--- src/rtl/arm_register_file_if.sv ---
// Writeback, PC-update and read-port signals between the pipeline and the ARM register file.
// Valid/ready is not used: every input is sampled on each rising edge and the driver holds it stable across it.
interface arm_register_file_if;
    logic        RW;
    logic [3:0]  RD;
    logic [31:0] PW;
    logic [3:0]  RA;
    logic [3:0]  RB;
    logic [3:0]  RC;
    logic        PC_Ld;
    logic [31:0] PC_in;
    logic [31:0] PA;
    logic [31:0] PB;
    logic [31:0] PD;
    logic [31:0] PC_out;

    modport master (
        output RW, RD, PW, RA, RB, RC, PC_Ld, PC_in,
        input  PA, PB, PD, PC_out
    );

    modport slave (
        input  RW, RD, PW, RA, RB, RC, PC_Ld, PC_in,
        output PA, PB, PD, PC_out
    );
endinterface

--- src/rtl/arm_register_file.sv ---
// Sixteen 32-bit architectural registers with R15 as PC: three combinational read ports,
// one writeback port and a dedicated PC load path. No write-to-read bypass.
module arm_register_file #(
    parameter logic [31:0] PC_RESET       = 32'd0,
    parameter logic [31:0] PC_READ_OFFSET = 32'd8
) (
    input logic               Clk,
    input logic               Reset,
    arm_register_file_if.slave rf
);
    logic [31:0] regs_q [0:15];
    logic [31:0] regs_d [0:15];

    // PC load first, then the writeback port, so RW to R15 overrides PC_Ld.
    always_comb begin
        for (int i = 0; i < 16; i++) begin
            regs_d[i] = regs_q[i];
        end
        if (rf.PC_Ld) begin
            regs_d[15] = rf.PC_in;
        end
        if (rf.RW) begin
            regs_d[rf.RD] = rf.PW;
        end
    end

    always_ff @(posedge Clk or posedge Reset) begin
        if (Reset) begin
            for (int i = 0; i < 15; i++) begin
                regs_q[i] <= 32'd0;
            end
            regs_q[15] <= PC_RESET;
        end else begin
            for (int i = 0; i < 16; i++) begin
                regs_q[i] <= regs_d[i];
            end
        end
    end

    // Reads of R15 see the pipelined PC+8 value; the sum wraps silently.
    function automatic logic [31:0] read_port(input logic [3:0] addr);
        if (addr == 4'd15) begin
            return regs_q[15] + PC_READ_OFFSET;
        end
        return regs_q[addr];
    endfunction

    assign rf.PA     = read_port(rf.RA);
    assign rf.PB     = read_port(rf.RB);
    assign rf.PD     = read_port(rf.RC);
    assign rf.PC_out = regs_q[15];
endmodule

--- src/flat_wrapper.sv ---
// flat-port wrapper written by rule: the top's interface ports become plain ports
module arm_register_file_flat 
#(
    parameter logic [31:0] PC_RESET       = 32'd0,
    parameter logic [31:0] PC_READ_OFFSET = 32'd8
)
  (Clk, Reset, rf_RW, rf_RD, rf_PW, rf_RA, rf_RB, rf_RC, rf_PC_Ld, rf_PC_in, rf_PA, rf_PB, rf_PD, rf_PC_out);
  arm_register_file_if rf_i ();
  input logic Clk;
  input logic Reset;
  input wire logic [$bits(rf_i.RW)-1:0] rf_RW;
  input wire logic [$bits(rf_i.RD)-1:0] rf_RD;
  input wire logic [$bits(rf_i.PW)-1:0] rf_PW;
  input wire logic [$bits(rf_i.RA)-1:0] rf_RA;
  input wire logic [$bits(rf_i.RB)-1:0] rf_RB;
  input wire logic [$bits(rf_i.RC)-1:0] rf_RC;
  input wire logic [$bits(rf_i.PC_Ld)-1:0] rf_PC_Ld;
  input wire logic [$bits(rf_i.PC_in)-1:0] rf_PC_in;
  output wire logic [$bits(rf_i.PA)-1:0] rf_PA;
  output wire logic [$bits(rf_i.PB)-1:0] rf_PB;
  output wire logic [$bits(rf_i.PD)-1:0] rf_PD;
  output wire logic [$bits(rf_i.PC_out)-1:0] rf_PC_out;
  assign rf_i.RW = rf_RW;
  assign rf_i.RD = rf_RD;
  assign rf_i.PW = rf_PW;
  assign rf_i.RA = rf_RA;
  assign rf_i.RB = rf_RB;
  assign rf_i.RC = rf_RC;
  assign rf_i.PC_Ld = rf_PC_Ld;
  assign rf_i.PC_in = rf_PC_in;
  assign rf_PA = rf_i.PA;
  assign rf_PB = rf_i.PB;
  assign rf_PD = rf_i.PD;
  assign rf_PC_out = rf_i.PC_out;
  arm_register_file #(.PC_RESET(PC_RESET), .PC_READ_OFFSET(PC_READ_OFFSET)) u_core (.Clk(Clk), .Reset(Reset), .rf(rf_i));
endmodule
--- config.mk ---
export PLATFORM = sky130hd
export DESIGN_NAME = arm_register_file_flat
export DESIGN_NICKNAME = d
export VERILOG_FILES = /design/src/rtl/arm_register_file_if.sv /design/src/rtl/arm_register_file.sv /design/src/flat_wrapper.sv
export SDC_FILE = /design/constraint.sdc
export NUM_CORES = 1
export LEC_CHECK = 0
export BUFFER_PORTS_ARGS = -buffer_cell sky130_fd_sc_hd__buf_2
export CAP_MARGIN = 0
export CORE_UTILIZATION = 39
export DETAILED_ROUTE_END_ITERATION = 6
export SLEW_MARGIN = 20
export SYNTH_ARGS = -nofsm -noshare
export SYNTH_HDL_FRONTEND = slang
export SYNTH_SLANG_ARGS = --single-unit
--- constraint.sdc ---
create_clock -name Clk -period 15.2 [get_ports Clk]
set_input_delay 1.52 -clock Clk [delete_from_list [all_inputs] [get_ports Clk]]
set_output_delay 1.52 -clock Clk [all_outputs]
set_load 0.01 [all_outputs]
==> reports/metrics.yaml <==
crit_buf_inv: 4
fin_crit_ns: 7.32
cts_setup_buffers: 0
vias: 24987
worst-path-max-fanout: 44
worstSetupPathType: "input pin to primary output"
clkTransAtPathRegs_ns: 0.06
status: "finished clean"
maxCapViolCount: 0
wl_um: 119000
ios: 212
finClkSkew_ns: 0
synthDistinctLibCells: 69
timing.fmax_mhz: 137
maxSlewViolCount: 0
power.leakage_nw: 14.8
yosysTopAreaCell: "dfrtp_1"
worstPathCellList: "buf_6, buf_4, buf_4, nand2_1, o21ai_1, nor3_1, or3_1, a21oi_1, buf_2"
netlist_instances: 2551
hp-class: "flip-flop to flip-flop"
synth_area_um2: 33000
cpPeakStageDelay_ns: 0.81
slowest_stage: "o21ai_1"
route.detailed.drc: 0
timing.final.ws_setup_ns: 7.88
max-slew-margin-rel: 0.199
end_kind: "primary output"
clockBufferDepth: 3
core_um2: 83700
dp_hpwl_um: 72200
grt_pass1_wl_um: 174000
finalCritPeriodShare: 0.482
layout_common_cells: "566 x mux2_2, 512 x dfrtp_1, 253 x mux4_2"
antenna_cells: 0
multi_input_area_um2: 18600
avgSynthCellArea_um2: 12.9
final_util: 0.436
vdd_drop_max_mv: 0.100
dieArea_um2: 85800
hold_buffers: 0
nets: 2677
drive_gt1_frac: 0.465
ant_nets: 0
ys_seq_elements: 512
synth_edf_count: 0
clock_latency_ns: 0.63
finalHoldViolations: 0
grt_use_total: 0.275
arrival_ns: 5.80
fill_cells: 7648
vias_per_cell: 6.63
crit_path_frequent_cell: "buf_4"
regArea_um2: 12800
dp_worst_setup_slack_ns: 7.94
yosysSeqAreaShare: 0.388
grt-ovfl-total: 0
io_buffers: 211
cts_tree: "built"
grt_pass1_vias: 25484
synth_top_cells_by_area: "dfrtp_1 39%, mux2_2 19%, mux4_2 17%"
final_common_cell: "mux2_2"
postLayoutCellArea_um2: 36500
setup_tns_ns: 0
die_w_um: 293
place.gp.congestion: 0.870
crit_family: "buffers and inverters"
start_kind: "input pin"
cts_sinks: 512
drt_iter0_markers: 2949
cts_max_level: 2
antenna_found_initial: 2
place_area_um2: 34400
start_util: 0.394
required_ns: 13.68
grt_max_degree: 168
cts_resized: 0
rsz0062_at_grt: "false"
tightest_slew_ns: 1.20
syn-num-nets: 2636
syn_to_final_growth_pct: 10.6
cts_buffers: 59
setup_viol: 0
p_total_mw: 4.80
ctsRootBufferMaster: "clkbuf_16"
ys_async_sr_fraction: 1.00
dr.pass1.iters: 6
wire_per_inst_um: 31.5
p_per_area_nw_per_um2: 132
die_h_um: 293
ys_warn_count: 0
rows: 106
synth.top_cell.area_share: 0.388
synthFlopType: "dfrtp_1"
==> worst paths after layout <==
path                       cells after the start  slack (ns)                   end                 start
min in group asynchronous                      2        0.91  u_core.rf.PC_out[24]                 Reset
hold / removal                                 1        0.54    u_core.regs_q[121]    u_core.regs_q[121]
setup / recovery                               9        7.88             rf_PB[27]              rf_RB[1]
hold reg to reg                                1        0.54    u_core.regs_q[121]    u_core.regs_q[121]
max in group asynchronous                      5       11.28    u_core.regs_q[135]                 Reset
setup reg to reg                               2       14.13  u_core.rf.PC_out[17]  u_core.rf.PC_out[17]
==> flip-flops by register name, summed over array words and instances, names as in the netlist <==
register and count:
u_core.regs_q 480, u_core.rf.PC_out 32
==> report_power, final <==
part / internal (mW) / switching, mW
logic: 0.743 / 0.571
registers: 1.67 / 0.331
clock network: 0.884 / 0.600
==> kinds of logic after synthesis <==
| kind of cell | Yosys count | synth area share |
|---|---|---|
| mux | 975 | 0.415 |
| xor+xnor | 27 | 0.00717 |
| compound gates | 392 | 0.0824 |
| buf+inv | 299 | 0.0499 |
| fa+ha+maj | 1 | 0.000379 |
| simple gates | 345 | 0.0566 |
| flops | 512 | 0.388 |
==> cell usage after synthesis (28+ instances only) <==
| library cell | number |
|---|---|
| a21oi_1 | 59 |
| o21ai_0 | 83 |
| o221ai_1 | 34 |
| nand2_1 | 114 |
| o22ai_1 | 59 |
| dfrtp_1 | 512 |
| mux2i_1 | 141 |
| clkbuf_1 | 81 |
| buf_4 | 76 |
| nand3_1 | 39 |
| mux2_2 | 566 |
| buf_2 | 107 |
| mux4_2 | 253 |
| a211oi_1 | 28 |
| nor2_1 | 50 |
| a221oi_1 | 30 |
==> per-layer routing <==
metal | wire length [um] | GRT usage | share of wire
met1 | 46800 | 0.358 | 0.39
met2 | 56000 | 0.437 | 0.47
met3 | 9990 | 0.0555 | 0.084
met4 | 6130 | 0.132 | 0.052
met5 | 9 | 0 | 0.000076
==> metrics by stage <==
stage / cells / hold slack (ns)
global route: 3771 / 0.558
finish: 3771 / 0.535
CTS: 3770 / 0.533
global placement: 3663 / 0.508
detailed placement: 3664 / 0.516
floorplan: 2551 / 0.486
==> final cells by class <==
type | count | share of cell area
multi-input combinational | 1740 | 0.511
sequential | 512 | 0.351
clock buffer | 86 | 0.0485
timing repair buffer | 264 | 0.0427
tap | 1134 | 0.0389
clock inverter | 20 | 0.00631
inverter | 15 | 0.00165
Note: power is estimated with default switching activity, not from simulation.
